File: src/rtl/bldc_pkg.sv
// Shared types, lookup tables and helpers for the BLDC six-step commutation controller.
package bldc_pkg;

  typedef enum logic [2:0] {
    IDLE  = 3'd0,
    DEAD  = 3'd1,
    RUN   = 3'd2,
    BRAKE = 3'd3,
    FLT   = 3'd4
  } state_e;

  localparam logic [2:0]  SECTOR_NONE = 3'd0;
  localparam int unsigned NUM_SECTORS = 6;

  // Gate vectors are ordered {A, AA, B, BB, C, CC}
  localparam logic [5:0] HIGH_MASK = 6'b101010;
  localparam logic [5:0] BRAKE_PAT = 6'b010101;

  function automatic logic [2:0] hall_to_sector(input logic [2:0] code);
    logic [2:0] s;
    case (code)
      3'b001:  s = 3'd1;
      3'b101:  s = 3'd2;
      3'b100:  s = 3'd3;
      3'b110:  s = 3'd4;
      3'b010:  s = 3'd5;
      3'b011:  s = 3'd6;
      default: s = SECTOR_NONE;
    endcase
    return s;
  endfunction

  function automatic logic [5:0] fwd_pattern(input logic [2:0] sector);
    logic [5:0] p;
    case (sector)
      3'd1:    p = 6'b100100;
      3'd2:    p = 6'b100001;
      3'd3:    p = 6'b001001;
      3'd4:    p = 6'b011000;
      3'd5:    p = 6'b010010;
      3'd6:    p = 6'b000110;
      default: p = 6'b000000;
    endcase
    return p;
  endfunction

  // Reverse rotation: high and low switch of each phase trade places
  function automatic logic [5:0] swap_sides(input logic [5:0] p);
    return {p[4], p[5], p[2], p[3], p[0], p[1]};
  endfunction

  function automatic logic is_adjacent(input logic [2:0] a, input logic [2:0] b);
    logic [2:0] a_up;
    logic [2:0] b_up;
    a_up = (a == 3'(NUM_SECTORS)) ? 3'd1 : a + 3'd1;
    b_up = (b == 3'(NUM_SECTORS)) ? 3'd1 : b + 3'd1;
    return (b == a_up) || (a == b_up);
  endfunction

endpackage

File: src/rtl/bldc_commutation_ctrl_hall_debounce.sv
// Hall input conditioning: 2-flop synchroniser, debounce counter and registered sector decode.
module hall_debounce
  import bldc_pkg::*;
#(
  parameter int unsigned DEB_CYCLES = 4
) (
  input  logic       clk,
  input  logic       rst_n,
  input  logic [2:0] hall,
  output logic [2:0] sector,
  output logic       hall_bad
);

  localparam int unsigned CW = 8;

  logic [2:0]    sync1;
  logic [2:0]    sync2;
  logic [1:0]    sync_ok;
  logic [2:0]    cand;
  logic [2:0]    deb_code;
  logic          deb_valid;
  logic [CW-1:0] cnt;
  logic [CW-1:0] cnt_nxt_c;

  // Count consecutive equal samples, restarting at 1 when the code changes
  always_comb begin
    cnt_nxt_c = cnt;
    if (sync2 != cand) begin
      cnt_nxt_c = CW'(1);
    end else if (cnt != CW'(DEB_CYCLES)) begin
      cnt_nxt_c = cnt + CW'(1);
    end
  end

  // Samples shifted in from reset are not real Hall codes; sync_ok gates them out
  always_ff @(posedge clk or negedge rst_n) begin
    if (!rst_n) begin
      sync1     <= '0;
      sync2     <= '0;
      sync_ok   <= '0;
      cand      <= '0;
      cnt       <= '0;
      deb_code  <= '0;
      deb_valid <= 1'b0;
      sector    <= SECTOR_NONE;
      hall_bad  <= 1'b0;
    end else begin
      sync1   <= hall;
      sync2   <= sync1;
      sync_ok <= {sync_ok[0], 1'b1};
      if (sync_ok[1]) begin
        cand <= sync2;
        cnt  <= cnt_nxt_c;
        if (cnt_nxt_c == CW'(DEB_CYCLES)) begin
          deb_code  <= sync2;
          deb_valid <= 1'b1;
        end
      end
      sector   <= deb_valid ? hall_to_sector(deb_code) : SECTOR_NONE;
      hall_bad <= deb_valid && ((deb_code == 3'b000) || (deb_code == 3'b111));
    end
  end

endmodule

File: src/rtl/bldc_commutation_ctrl.sv
// Six-step BLDC commutation sequencer: sequence checking, dead time, high-side PWM,
// braking and latched Hall fault.
module bldc_commutation_ctrl
  import bldc_pkg::*;
#(
  parameter int unsigned DEB_CYCLES  = 4,
  parameter int unsigned DEAD_CYCLES = 8,
  parameter int unsigned PWM_DIV     = 1
) (
  input  logic       CLK,
  input  logic       RST_N,
  input  logic       H1,
  input  logic       H2,
  input  logic       H3,
  input  logic       D3,
  input  logic       D2,
  input  logic       D1,
  input  logic       D0,
  input  logic       EN,
  input  logic       DIR,
  input  logic       LOW,
  output logic       A_OUT,
  output logic       B_OUT,
  output logic       C_OUT,
  output logic       AA_OUT,
  output logic       BB_OUT,
  output logic       CC_OUT,
  output logic [2:0] SECTOR,
  output logic       FAULT
);

  localparam int unsigned DIVW  = 8;
  localparam int unsigned DEADW = 8;

  logic [3:0]       duty_c;
  logic             hall_bad;
  logic [DIVW-1:0]  div_cnt;
  logic [3:0]       pwm_cnt;
  logic             pwm_on_c;
  logic             en_q;
  logic             fault_q;
  logic [2:0]       last_sec;
  logic             seq_active_c;
  logic             jump_c;
  logic             fault_set_c;
  logic             en_fall_c;
  state_e           state;
  logic [2:0]       tgt_sector;
  logic             tgt_dir;
  logic             tgt_low;
  logic [DEADW-1:0] dead_cnt;
  logic [5:0]       gates;
  logic             target_chg_c;
  logic [5:0]       drive_c;

  assign duty_c = {D3, D2, D1, D0};

  hall_debounce #(
    .DEB_CYCLES(DEB_CYCLES)
  ) u_hall (
    .clk      (CLK),
    .rst_n    (RST_N),
    .hall     ({H3, H2, H1}),
    .sector   (SECTOR),
    .hall_bad (hall_bad)
  );

  // PWM timebase: 4-bit counter stepping every PWM_DIV clocks
  always_ff @(posedge CLK or negedge RST_N) begin
    if (!RST_N) begin
      div_cnt <= '0;
      pwm_cnt <= '0;
    end else if (div_cnt == DIVW'(PWM_DIV - 1)) begin
      div_cnt <= '0;
      pwm_cnt <= pwm_cnt + 4'd1;
    end else begin
      div_cnt <= div_cnt + DIVW'(1);
    end
  end

  assign pwm_on_c = (pwm_cnt < duty_c);

  // Sector jumps are only judged once the bridge has left IDLE
  always_comb begin
    seq_active_c = (state == DEAD) || (state == RUN) || (state == BRAKE);
    jump_c       = seq_active_c && (SECTOR != SECTOR_NONE) && (last_sec != SECTOR_NONE) &&
                   (SECTOR != last_sec) && !is_adjacent(last_sec, SECTOR);
    fault_set_c  = EN && (hall_bad || jump_c);
    en_fall_c    = en_q && !EN;
  end

  always_ff @(posedge CLK or negedge RST_N) begin
    if (!RST_N) begin
      en_q     <= 1'b0;
      fault_q  <= 1'b0;
      last_sec <= SECTOR_NONE;
    end else begin
      en_q <= EN;
      if (SECTOR != SECTOR_NONE) last_sec <= SECTOR;
      if (en_fall_c)        fault_q <= 1'b0;
      else if (fault_set_c) fault_q <= 1'b1;
    end
  end

  assign FAULT = fault_q;

  // Live target; drive pattern with the high side chopped by PWM
  always_comb begin
    target_chg_c = (SECTOR != tgt_sector) || (DIR != tgt_dir) || (LOW != tgt_low);
    drive_c      = DIR ? swap_sides(fwd_pattern(SECTOR)) : fwd_pattern(SECTOR);
    if (!pwm_on_c) drive_c = drive_c & ~HIGH_MASK;
  end

  // Commutation FSM; every change of gate pattern passes through DEAD with all gates off
  always_ff @(posedge CLK or negedge RST_N) begin
    if (!RST_N) begin
      state      <= IDLE;
      tgt_sector <= SECTOR_NONE;
      tgt_dir    <= 1'b0;
      tgt_low    <= 1'b0;
      dead_cnt   <= '0;
      gates      <= '0;
    end else if (fault_q || fault_set_c) begin
      state <= FLT;
      gates <= '0;
    end else if (!EN) begin
      state <= IDLE;
      gates <= '0;
    end else begin
      case (state)
        IDLE: begin
          gates <= '0;
          if (SECTOR != SECTOR_NONE) begin
            state      <= DEAD;
            tgt_sector <= SECTOR;
            tgt_dir    <= DIR;
            tgt_low    <= LOW;
            dead_cnt   <= '0;
          end
        end
        DEAD: begin
          gates <= '0;
          if (target_chg_c) begin
            tgt_sector <= SECTOR;
            tgt_dir    <= DIR;
            tgt_low    <= LOW;
            dead_cnt   <= '0;
          end else if (dead_cnt == DEADW'(DEAD_CYCLES - 1)) begin
            if (LOW) begin
              state <= BRAKE;
              gates <= BRAKE_PAT;
            end else if (SECTOR == SECTOR_NONE) begin
              state <= IDLE;
            end else begin
              state <= RUN;
              gates <= drive_c;
            end
          end else begin
            dead_cnt <= dead_cnt + DEADW'(1);
          end
        end
        RUN: begin
          if (target_chg_c) begin
            state      <= DEAD;
            tgt_sector <= SECTOR;
            tgt_dir    <= DIR;
            tgt_low    <= LOW;
            dead_cnt   <= '0;
            gates      <= '0;
          end else begin
            gates <= drive_c;
          end
        end
        BRAKE: begin
          if (!LOW) begin
            state      <= DEAD;
            tgt_sector <= SECTOR;
            tgt_dir    <= DIR;
            tgt_low    <= LOW;
            dead_cnt   <= '0;
            gates      <= '0;
          end else begin
            gates <= BRAKE_PAT;
          end
        end
        FLT: begin
          state <= IDLE;
          gates <= '0;
        end
        default: begin
          state <= IDLE;
          gates <= '0;
        end
      endcase
    end
  end

  assign {A_OUT, AA_OUT, B_OUT, BB_OUT, C_OUT, CC_OUT} = gates;

endmodule

File: config.mk
export PLATFORM = sky130hd
export DESIGN_NAME = bldc_commutation_ctrl
export DESIGN_NICKNAME = d
export VERILOG_FILES = /design/src/rtl/bldc_pkg.sv /design/src/rtl/bldc_commutation_ctrl_hall_debounce.sv /design/src/rtl/bldc_commutation_ctrl.sv
export SDC_FILE = /design/constraint.sdc
export NUM_CORES = 1
export LEC_CHECK = 0
export BUFFER_PORTS_ARGS = -buffer_cell sky130_fd_sc_hd__buf_2
export CAP_MARGIN = 40
export CORE_AREA = 10 10 107 109
export CTS_BUF_LIST = sky130_fd_sc_hd__clkbuf_8
export CTS_CLUSTER_DIAMETER = 200
export DETAILED_ROUTE_END_ITERATION = 8
export DIE_AREA = 0 0 117 119
export GPL_TIMING_DRIVEN = 0
export PLACE_DENSITY_LB_ADDON = 0.25
export SLEW_MARGIN = 25
export SYNTH_ARGS = -nofsm -noshare
export SYNTH_HDL_FRONTEND = slang
export SYNTH_SLANG_ARGS = --single-unit
export TNS_END_PERCENT = 30
File: constraint.sdc
create_clock -name CLK -period 2.8 [get_ports CLK]
set_input_delay 0.14 -clock CLK [delete_from_list [all_inputs] [get_ports CLK]]
set_output_delay 0.14 -clock CLK [all_outputs]
set_load 0.02 [all_outputs]
**Word level (Yosys, flattened, before mapping)**

Cells that the tools add are included.

- Eq/ne operators: 37
- $lt $le $gt $ge: 1
- $add $sub $neg: 6
- Reduce and logical (&&, ||, !) cells: 31
- Multiplexer cells: 49
- Bitwise gates (word level): 1

Operators by type and width:

| kind | count |
|---|---|
| 2-to-1 mux 8 bit | 8 |
| 2-to-1 mux 6 bit | 9 |
| 2-to-1 mux 3 bit | 13 |
| one-hot mux 6 bit (6 select lines) | 1 |
| one-hot mux 8 bit (4 select lines) | 1 |
| adder 8 x 1 -> 8 bit, second input constant | 3 |
| == test 3 bit, second input constant | 8 |
| == test 3 x 2 -> 1 bit, second input constant | 6 |
| one-hot mux 3 bit (6 select lines) | 1 |
| one-hot mux 6 bit (3 select lines) | 1 |
| == test 8 x 3 -> 1 bit, second input constant | 2 |
| != test 4 x 3 -> 1 bit, second input constant | 3 |
| one-hot mux 3 bit (4 select lines) | 1 |
| == test 3 x 1 -> 1 bit, second input constant | 3 |
| logical NOT 3 bit | 3 |
| != test 3 bit | 3 |
| one-hot mux 3 bit (3 select lines) | 1 |
| nonzero test 3 bit | 3 |
| logical NOT 8 bit | 1 |
| logical OR 1 bit | 8 |
| 2-to-1 mux 1 bit | 8 |
| != test 8 x 3 -> 1 bit, second input constant | 1 |
| logical AND 1 bit | 7 |
| AND reduction 7 bit | 1 |
| other kinds (21) | 29 |

- Bits of input ports: 12
- Register bits after elaboration: 66

**Depth between registers and ports, before layout**

Gate-level depths: netlist (run 1).

- Depth in word-level cells: 12
- Gate-level depth with buffers: 10

**By module**

A second synthesis (run 1) with hierarchy kept.

- Cell total of the unflattened synthesis: 352
- Area, all modules: 3,664.8 um^2

By module, submodules not included:

| module | cells each | times used | area each (um^2) | sequential area each (um^2) |
|---|---|---|---|---|
| bldc_commutation_ctrl | 240 | 1 | 2,377.3 | 975.9 |
| hall_debounce | 112 | 1 | 1,287.5 | 675.6 |

**Least setup slack after synthesis (run 1)**

OpenSTA, ideal clock, no wires.

- Path kind: reg2reg
- Start: reg u_hall.sector[1]
- End: reg dead_cnt[6]
- Slack: -0.036 ns
- Path buffers: 3
- Library setup time: 0.110 ns
- Clock period less this slack: 2.836 ns
- Arrival time: 2.725 ns
- Stages on the path, launching flop included: 11
- Required time: 2.690 ns
- Path through: dfrtp_1 -> buf_2 -> buf_1 -> and2_1 -> ha_1 -> xnor2_1 -> o311a_1 -> a21bo_2 -> or2_0 -> clkbuf_1 -> o41ai_1

- Cells in the longest elaborated chain, start to end: 11
- Elaborated cells on any way between the ends: 26
- Those cells by class: add/sub (1); eq/ne (8); mux (3); bitwise (1); reduce/logical (13)

Ends and longest elaborated chain:

| what | line | RTL |
|---|---|---|
| from (decl) | bldc_commutation_ctrl_hall_debounce.sv:10 | `output logic [2:0] sector,` |
| from (signal assigned) | bldc_commutation_ctrl_hall_debounce.sv:59 | `sector <= deb_valid ? hall_to_sector(deb_code) : SECTOR_NONE;` |
| adder 3 x 1 -> 3 bit / == test 3 bit (equally long branches) | bldc_pkg.sv:56 | `b_up = (b == 3'(NUM_SECTORS)) ? 3'd1 : b + 3'd1;` |
| 2-to-1 mux 3 bit | bldc_pkg.sv:56 |  |
| == test 3 bit | bldc_pkg.sv:57 | `return (b == a_up) \|\| (a == b_up);` |
| logical OR 1 bit | bldc_pkg.sv:57 |  |
| logical NOT 1 bit | bldc_commutation_ctrl.sv:87 | `(SECTOR != last_sec) && !is_adjacent(last_sec, SECTOR);` |
| logical AND 1 bit | bldc_commutation_ctrl.sv:87 |  |
| logical OR 1 bit | bldc_commutation_ctrl.sv:88 | `fault_set_c = EN && (hall_bad \|\| jump_c);` |
| logical AND 1 bit | bldc_commutation_ctrl.sv:88 |  |
| logical OR 1 bit | bldc_commutation_ctrl.sv:123 | `end else if (fault_q \|\| fault_set_c) begin` |
| inverter 1 bit (no source line) | -- |  |
| AND reduction 7 bit (no source line) | -- |  |
| to (signal assigned) | bldc_commutation_ctrl.sv:159 | `dead_cnt <= dead_cnt + DEADW'(1);` |
| to (decl) | bldc_commutation_ctrl.sv:51 | `logic [DEADW-1:0] dead_cnt;` |

Parallel ways exist; a longest one is shown, timed or not.
A chain may end at the register's enable or synchronous reset.

**Worst setup path in the final report (run 1)**

Same ends and word-level chain as after synthesis.

==> results of run 1 <==
through the flow:
step           TNS, ns  total power, uW  hold slack, ns
3_3_place_gp   -0.8535             1627          0.2522
2_1_floorplan        0             1496         -0.1556
3_5_place_dp   -0.9971             1641         0.09178
4_1_cts              0             2479         0.07554
5_1_grt              0             2598         0.09734
6_report             0             2431          0.1014
path summary, 6_finish.rpt:
kind	endpoint	cells past startpoint	slack (ns)
max	dead_cnt[6]	8	0.18
min	state[1]	3	0.10
max reg2reg	dead_cnt[6]	8	0.18
min reg2reg	u_hall.sync_ok[1]	0	0.35
max in group asynchronous	pwm_cnt[1]	3	2.01
min in group asynchronous	last_sec[1]	2	0.25
where the power goes:
| part | internal [uW] | switching, uW |
|---|---|---|
| clock network | 435 | 377 |
| registers | 1030 | 63.7 |
| logic | 228 | 302 |
| total | 1690 | 743 |
layout by cell type, fill, tap and decap left out, drive strengths merged, types with 6 or more instances in the layout:
cell,instances
clkbuf,16
nand2,34
a31oi,6
and2,6
ha,10
and3,15
xor2,14
buf,31
nor2b,6
nor2,25
nand3,10
o31ai,9
inv,11
a21oi,15
dfrtp,66
mux2,13
o21ai,24
xnor2,14
nand2b,8
cell families after synthesis:
logic type,count (synthesis),share of synthesized area [%]
buf+inv,29,4.096
other cells,1,0.1032
xor+xnor,28,6.747
compound gates,81,14.42
fa+ha+maj,10,3.442
flops,66,45.44
simple gates,138,20.90
mux,16,4.854
repair_timing:
item / 4_1_cts / 5_1_grt
resized for setup: 0 / 4
hold endpoints to repair: 31 / 0
endpoints found under the setup margin: 12 / 2
hold buffers: 5 / 0
flip-flops by register name, summed over array words and instances, names as in the netlist:
signal	count
u_hall.sector	3
FAULT	1
gates	6
u_hall.hall_bad	1
u_hall.sync2	3
u_hall.sync_ok	2
dead_cnt	8
tgt_low	1
u_hall.deb_code	3
tgt_sector	3
u_hall.cand	3
last_sec	3
div_cnt	8
u_hall.deb_valid	1
state	3
en_q	1
u_hall.cnt	8
u_hall.sync1	3
tgt_dir	1
pwm_cnt	4
tightest hold or removal path, cell delays in order:
cell and delay, ns:
buf_2 0.14, nand3_1 0.07, a21oi_1 0.05
area by class of cell:
type	count	share of cell area, %
clock inverters	6	1.594
repair buffers	27	4.271
well taps	114	3.429
plain buffers	15	2.436
multi-input cells	274	44.27
inverters	11	0.9925
clock buffers	10	3.308
flip-flops and latches	66	39.70
routing by layer:
layer	GRT usage [%]	part of all wire, %	up-vias
li1	-	-	1375
met4	4.482	2.4	0
met2	17.20	47	40
met1	13.53	46	1324
met3	3.614	4.5	12
met5	0	0	-
==> results.toml, run 1 <==
[synth]
yosys.area.top_type = "dfrtp_1"
yosys_warnings = 0
synth_cell_types = 60
synthCells = 369
syn_area_sq_um = 3635
async_flop_share_pct = 100.0
synth-main-ff-cell = "dfrtp_1"
syn_area_per_cell_sq_um = 9.850
synth_common_cells = "dfrtp_1 (66), nand2_1 (34), nor2_1 (25)"
syn-num-nets = 391
synth.most_common_cell = "dfrtp_1"
synth_top_area_share_pct = 45.44
yosysSeqAreaShare_pct = 45.44
synth-seq-cells = 66
synth_edf_count = 0
ys_top_cells_by_area = "dfrtp_1 (45%), mux2_2 (4.0%), nand2_1 (3.5%)"

[timing]
grt_setup_unrepaired = "no"
hold_violations = 0
setup_ws_ns = 0.1796
slew_violations = 0
worst_pin_slew_ns = 0.7174
period_minus_slack_ns = 2.620
slew_headroom_pct = 51.95
fin_crit_sh_pct = 93.58
setup_viol = 0
fmax_ghz = 0.3816
fin_skew_ns = 0.008367

[clocking]
cts_buffers = 9
clockBufferDepth = 2
cts_tree = "built"
cts_max_level = 3
clock_latency_ns = 0.34
cts-root-buf = "clkbuf_8"
clk_transition_reported_paths_ns = 0.08
post_cts_buffers = 0
cts.sink_count = 66

[global_routing]
grt_use_total_pct = 10.98
antenna_found_initial = 0
grt_max_degree = 40
grt_pass1_wl_mm = 12.57
grt_pass1_vias = 2721
overflow = 0

[min_path]
hold_path_class = "in2reg"
min-delay-start = "LOW"

[finish]
final_util_pct = 43.98
final_nets = 426
final_cell_area_sq_um = 4160
nFillCells = 922
antennaDiodeCount = 0
multi_input_area_sq_um = 1842
seq_area_sq_um = 1652
layout-drive-gt1-share_pct = 17.85
syn_to_final_growth_pct = 14.46
instances_no_fill = 523

[die]
die_w_um = 117
die_y_um = 119
pin_count = 22
initial_core_util_pct = 38.43
dieArea_sq_um = 13920
rows = 36
core_sq_um = 9459

[placed_design]
dpl.hpwl_mm = 5.136
numPortBuffers = 21
gp_routability_congestion = 0.8160
place_inst = 505
pre_cts_ws_ns = -0.2490
placed_cell_area_sq_um = 3906

[power]
power_density_nw_per_um2 = 584.5
vdd.ir_drop.worst_mv = 0.3138
p_leak_uw = 0.002002

[detailed_routing]
drt-total-wl_mm = 7.011
wl_per_cell_um = 13.41
first_pass_iters = 6
antenna_left = 0
via_count = 2751
drt_iter0_drc = 145
drc = 0
viasPerCell = 5.260

[critical_path]
arrival_ns = 2.86
critPathCaptureType = "flop"
cpMaxStageDelayCell = "dfrtp_1"
cp.required_ns = 3.04
path_buf_inv = 1
r2r-start = "u_hall.sector[1]"
cp_max_fo = 19
startpoint_type = "flop"
slowest_delay_ns = 0.37
crit_type = "reg2reg"
crit_family = "compound AO/OA/AOI/OAI gates"
crit_chain = "clkbuf_4 > and2_1 > ha_1 > xnor2_1 > o311a_1 > a21bo_2 > or2_1 > o41ai_2"
cp-startpoint = "u_hall.sector[1]"

[flow_run]
max_cap_viol_count = 0

[outcome]
outcome = "completed"
Note: power is estimated with default switching activity, not from simulation.
==> run 2, diff against run 1 <==
CORE_AREA = 10 10 91 93   (was 10 10 107 109)
DIE_AREA = 0 0 101 103   (was 0 0 117 119)
clock period = 2.13 ns   (was 2.8 ns; I/O delays follow)
==> run 2 against run 1 <==
Highest routed layer unchanged. Via count grew 5.0%. Clock-buffer cell count is 1 higher. The flow now finishes with violations (negative setup slack). Maximum frequency up 15%. Total power increased by 39%. Clock skew decreased by 0.0037 ns. Core utilization grew 24 points. Die area down 25%. Register-to-register slack got worse by 0.33 ns.
==> results.toml, run 2 (synthesis results as in run 1) <==
[outcome]
outcome = "complete, but fails checks"
violations = "negative setup slack"

[flow_run]
max_cap_viol_count = 0

[die]
initial_core_util_pct = 55.33
dieArea_sq_um = 10400
rows = 30
die_y_um = 103
die_w_um = 101
pin_count = 22
core_sq_um = 6569

[critical_path]
slowest_delay_ns = 0.43
cp.required_ns = 2.38
crit_type = "reg2reg"
cpMaxStageDelayCell = "dfrtp_2"
critPathCaptureType = "flop"
cp_max_fo = 6
arrival_ns = 2.53
crit_chain = "buf_6 > and2_4 > ha_4 > xnor2_4 > o311a_1 > a21bo_4 > or2_0 > clkbuf_8 > o31ai_2"
path_buf_inv = 2
startpoint_type = "flop"
crit_family = "compound AO/OA/AOI/OAI gates"

[clocking]
cts_buffers = 9
cts-root-buf = "clkbuf_8"
clock_latency_ns = 0.34
cts_max_level = 3
cts_tree = "built"
cts.sink_count = 66
clk_transition_reported_paths_ns = 0.07
clockBufferDepth = 2

[finish]
antennaDiodeCount = 0
syn_to_final_growth_pct = 23.06
final_util_pct = 68.10
instances_no_fill = 502
layout_common_cells = "dfrtp_1 (63), nand2_1 (34), nor2_1 (23)"
largest_registers = "dead_cnt: 8 flops, div_cnt: 8 flops, u_hall.cnt: 8 flops"
final_common_cell = "dfrtp_1"
final_nets = 439
layout-drive-gt1-share_pct = 28.20

[timing]
setup_viol = 18
setup_ws_ns = -0.1506
slew_violations = 0
hold_ws_ns = 0.1014
fin_skew_ns = 0.004652
grt_setup_unrepaired = "yes"
fin_crit_sh_pct = 107.1
period_minus_slack_ns = 2.281
worst_pin_slew_ns = 0.6105
hold_violations = 0
slew_headroom_pct = 58.87
fmax_ghz = 0.4385

[global_routing]
grt_pass1_wl_mm = 12.74
grt_max_degree = 52
grt_use_total_pct = 15.07
grt_pass1_vias = 2783
overflow = 0
antenna_found_initial = 0

[placed_design]
dpl.hpwl_mm = 5.103
numPortBuffers = 21
place_inst = 471
gp_routability_congestion = 0.8639

[detailed_routing]
viasPerCell = 5.753
via_count = 2888
antenna_left = 0
drt_iter0_drc = 95
drt-total-wl_mm = 7.680
wl_per_cell_um = 15.30
first_pass_iters = 4
drc = 0

[min_path]
hold_path_class = "in2reg"

[power]
totalPowerFinal_uw = 3377
p_leak_uw = 0.002131
power_density_nw_per_um2 = 755.0
vdd.ir_drop.worst_mv = 0.5296
## run 2: timing repair
| action | in CTS | in global routing |
|---|---|---|
| hold buffers | 5 | 0 |
| cloned | 0 | 0 |
| setup endpoints to repair | 26 | 23 |
| hold endpoints to repair | 70 | 0 |
| pin swaps | 6 | 4 |
| gates resized for setup | 27 | 17 |
| setup buffers | 11 | 1 |
## run 2: power breakdown
part,internal [uW],leakage [uW],total (uW),switching (uW)
Clock,598,0.000105,1090,490
Combinational,376,0.00115,853,477
Sequential,1350,0.000875,1440,87.5
## run 2: per-layer routing
layer | part of all wire (%) | track usage [%]
met5 | 0 | 0
met4 | 1.6 | 7.074
met3 | 4.5 | 3.619
met2 | 50 | 25.01
met1 | 44 | 18.06
## run 2: area by class of cell
class                           count  area [sq um]
Buffer                             16         125.1
Clock buffer                       11         151.4
Clock inverter                      5         52.55
Fill cell                         486          2096
Inverter                           11         45.04
Multi-Input combinational cell    274          2064
Sequential cell                    66          1655
Tap cell                           80         100.1
Timing Repair Buffer               39         279.0
## run 2: final timing paths
| check | startpoint | end | slack [ns] | depth (start not counted) |
|---|---|---|---|---|
| setup / recovery | u_hall.sector[0] | dead_cnt[2] | -0.15 | 9 |
| hold / removal | LOW | state[1] | 0.10 | 3 |
| setup reg to reg | u_hall.sector[0] | dead_cnt[2] | -0.15 | 9 |
| hold reg to reg | u_hall.sync_ok[0] | u_hall.sync_ok[1] | 0.35 | 0 |
| max in group asynchronous | RST_N | u_hall.sync_ok[1] | 1.45 | 3 |
| min in group asynchronous | RST_N | gates[2] | 0.16 | 2 |
## run 2: worst min-delay path, cell delays in order
cell     delay (ns)
buf_2          0.16
nand3_1        0.08
a21oi_1        0.06
## run 2: metrics by stage
stage / setup slack [ns] / setup TNS (ns) / area (sq um)
2_1_floorplan: -0.1690 / -2.240 / 3702
3_3_place_gp: -0.2822 / -4.381 / 3908
3_5_place_dp: -0.2827 / -4.954 / 3938
4_1_cts: -0.1701 / -1.797 / 4379
5_1_grt: -0.2246 / -3.232 / 4473
6_report: -0.1506 / -1.553 / 4473
==> run 3, diff against run 2 <==
CORE_AREA = 10 10 115 75   (was 10 10 91 93)
DIE_AREA = 0 0 125 85   (was 0 0 101 103)
SLEW_MARGIN = not set   (was 25)
==> run 3 against run 2 <==
The run still ends with negative setup slack left. Global-route usage rose by 0.36 points. Via count fell by 0.21%. Total power rose by 8.0%. Non-clock buffer count rose by 4. Largest cell class unchanged.
==> results.toml, run 3 (synthesis results as in run 1) <==
[global_routing]
grt_use_met3_pct = 5.217
grt_pass1_wl_mm = 13.65
grt_pass1_vias = 2762
overflow = 0
grtUsageMet1_pct = 21.25
grt_busiest_layer = "met2"
grt_use_total_pct = 15.43
antenna_found_initial = 0
grt_max_degree = 67
grtUsageMet2_pct = 22.45

[power]
power_density_nw_per_um2 = 804.0
vdd.ir_drop.worst_mv = 0.3974
totalPowerFinal_uw = 3648
p_leak_uw = 0.002189

[detailed_routing]
antenna_left = 0
viasPerCell = 5.618
drt-total-wl_mm = 8.129
first_pass_iters = 4
via_count = 2882
drt_iter0_drc = 230
drc = 0
wl_per_cell_um = 15.85

[die]
dieArea_sq_um = 10630
die_y_um = 85
initial_core_util_pct = 55.40
core_sq_um = 6561
die_w_um = 125
pin_count = 22
rows = 23

[timing]
setup_ws_ns = -0.2180
fin_skew_ns = 0.01128
fmax_ghz = 0.4259
grt_setup_unrepaired = "yes"
worst_pin_slew_ns = 0.8099
hold_ws_ns = 0.06542
period_minus_slack_ns = 2.348
fin_crit_sh_pct = 110.2
slew_violations = 0
slew_headroom_pct = 46.01
setup_viol = 20
hold_violations = 0

[clocking]
cts_max_level = 3
cts_buffers = 9
cts-root-buf = "clkbuf_8"
clockBufferDepth = 2
clock_latency_ns = 0.36
cts.sink_count = 66
clk_transition_reported_paths_ns = 0.07
cts_tree = "built"

[finish]
final_common_cell = "dfrtp_1"
nFillCells = 480
antennaDiodeCount = 0
largest_registers = "dead_cnt: 8 flops, div_cnt: 8 flops, u_hall.cnt: 8 flops"
final_nets = 443
seq_area_sq_um = 1655
layout-drive-gt1-share_pct = 28.64
layout_common_cells = "dfrtp_1 (63), nand2_1 (34), buf_2 (23), nor2_1 (23), o21ai_0 (19)"
syn_to_final_growth_pct = 24.82
multi_input_area_sq_um = 2048
final_util_pct = 69.15
final_cell_area_sq_um = 4537

[placed_design]
numPortBuffers = 21
gp_routability_congestion = 0.8394
placed_cell_area_sq_um = 3919
dpl.hpwl_mm = 5.232
pre_cts_ws_ns = -0.3257

[critical_path]
cp_max_fo = 5
cp.required_ns = 2.37
crit_type = "reg2reg"
arrival_ns = 2.59
critPathCaptureType = "flop"
startpoint_type = "flop"

[flow_run]
max_cap_viol_count = 0

[outcome]
outcome = "complete, but fails checks"
violations = "negative setup slack"

[min_path]
hold_path_class = "in2reg"
## run 3: cell count changes in the layout (fill, tap and decap cells not counted), sizes merged
| cell | previous run | this run |
|---|---|---|
| clkbuf | 17 | 16 |
| clkinv | 3 | 1 |
| buf | 44 | 49 |
| bufinv | 1 | 2 |
| bufbuf | 0 | 1 |
## run 3: final timing paths
kind | end | depth (start not counted) | slack, ns | from
hold reg to reg | u_hall.sync_ok[1] | 0 | 0.35 | u_hall.sync_ok[0]
min in group asynchronous | last_sec[0] | 2 | 0.37 | RST_N
setup reg to reg | dead_cnt[0] | 6 | -0.22 | dead_cnt[4]
setup / recovery | dead_cnt[0] | 6 | -0.22 | dead_cnt[4]
hold / removal | state[1] | 3 | 0.07 | LOW
max in group asynchronous | dead_cnt[5] | 2 | 1.16 | RST_N
## run 3: final cells by class
type	count	area share, %
multi-input combinational	274	45.15
sequential	66	36.49
timing repair buffer	43	6.922
clock buffer	12	3.640
buffer	16	2.813
tap	87	2.399
clock inverter	4	1.600
inverter	11	0.9928
## run 3: power breakdown
part | internal (uW) | total (uW) | switching, uW | leakage (uW)
Combinational | 448 | 952 | 504 | 0.00120
Clock | 753 | 1260 | 506 | 0.000119
Sequential | 1350 | 1440 | 87.9 | 0.000875
Total | 2550 | 3650 | 1100 | 0.00219
## run 3: what timing repair did
action	CTS	global route
hold endpoints to repair	70	0
endpoints found under the setup margin	24	25
buffers inserted	12	4
gates cloned	1	0
resized for setup	23	24
hold buffers	5	0
pin swaps	5	4
## run 3: critical path, stage by stage, from the launching register on
cell and delay, ns:
dfrtp_1 0.45, or4_4 0.54, or3_4 0.37, nand4b_4 0.22, and2_4 0.19, nor2b_2 0.17
mux2_4 0.30
## run 3: routing by layer
metal,up-vias,wire [um]
met5,-,0
met4,0,87
met3,11,442
met2,73,3562
met1,1393,4037
li1,1405,-
## run 3: metrics by stage
stage          instances  TNS, ns
4_1_cts              509   -2.147
3_5_place_dp         477   -5.570
3_3_place_gp         477   -4.949
5_1_grt              513   -4.353
6_report             513   -2.702
2_1_floorplan        369   -2.240
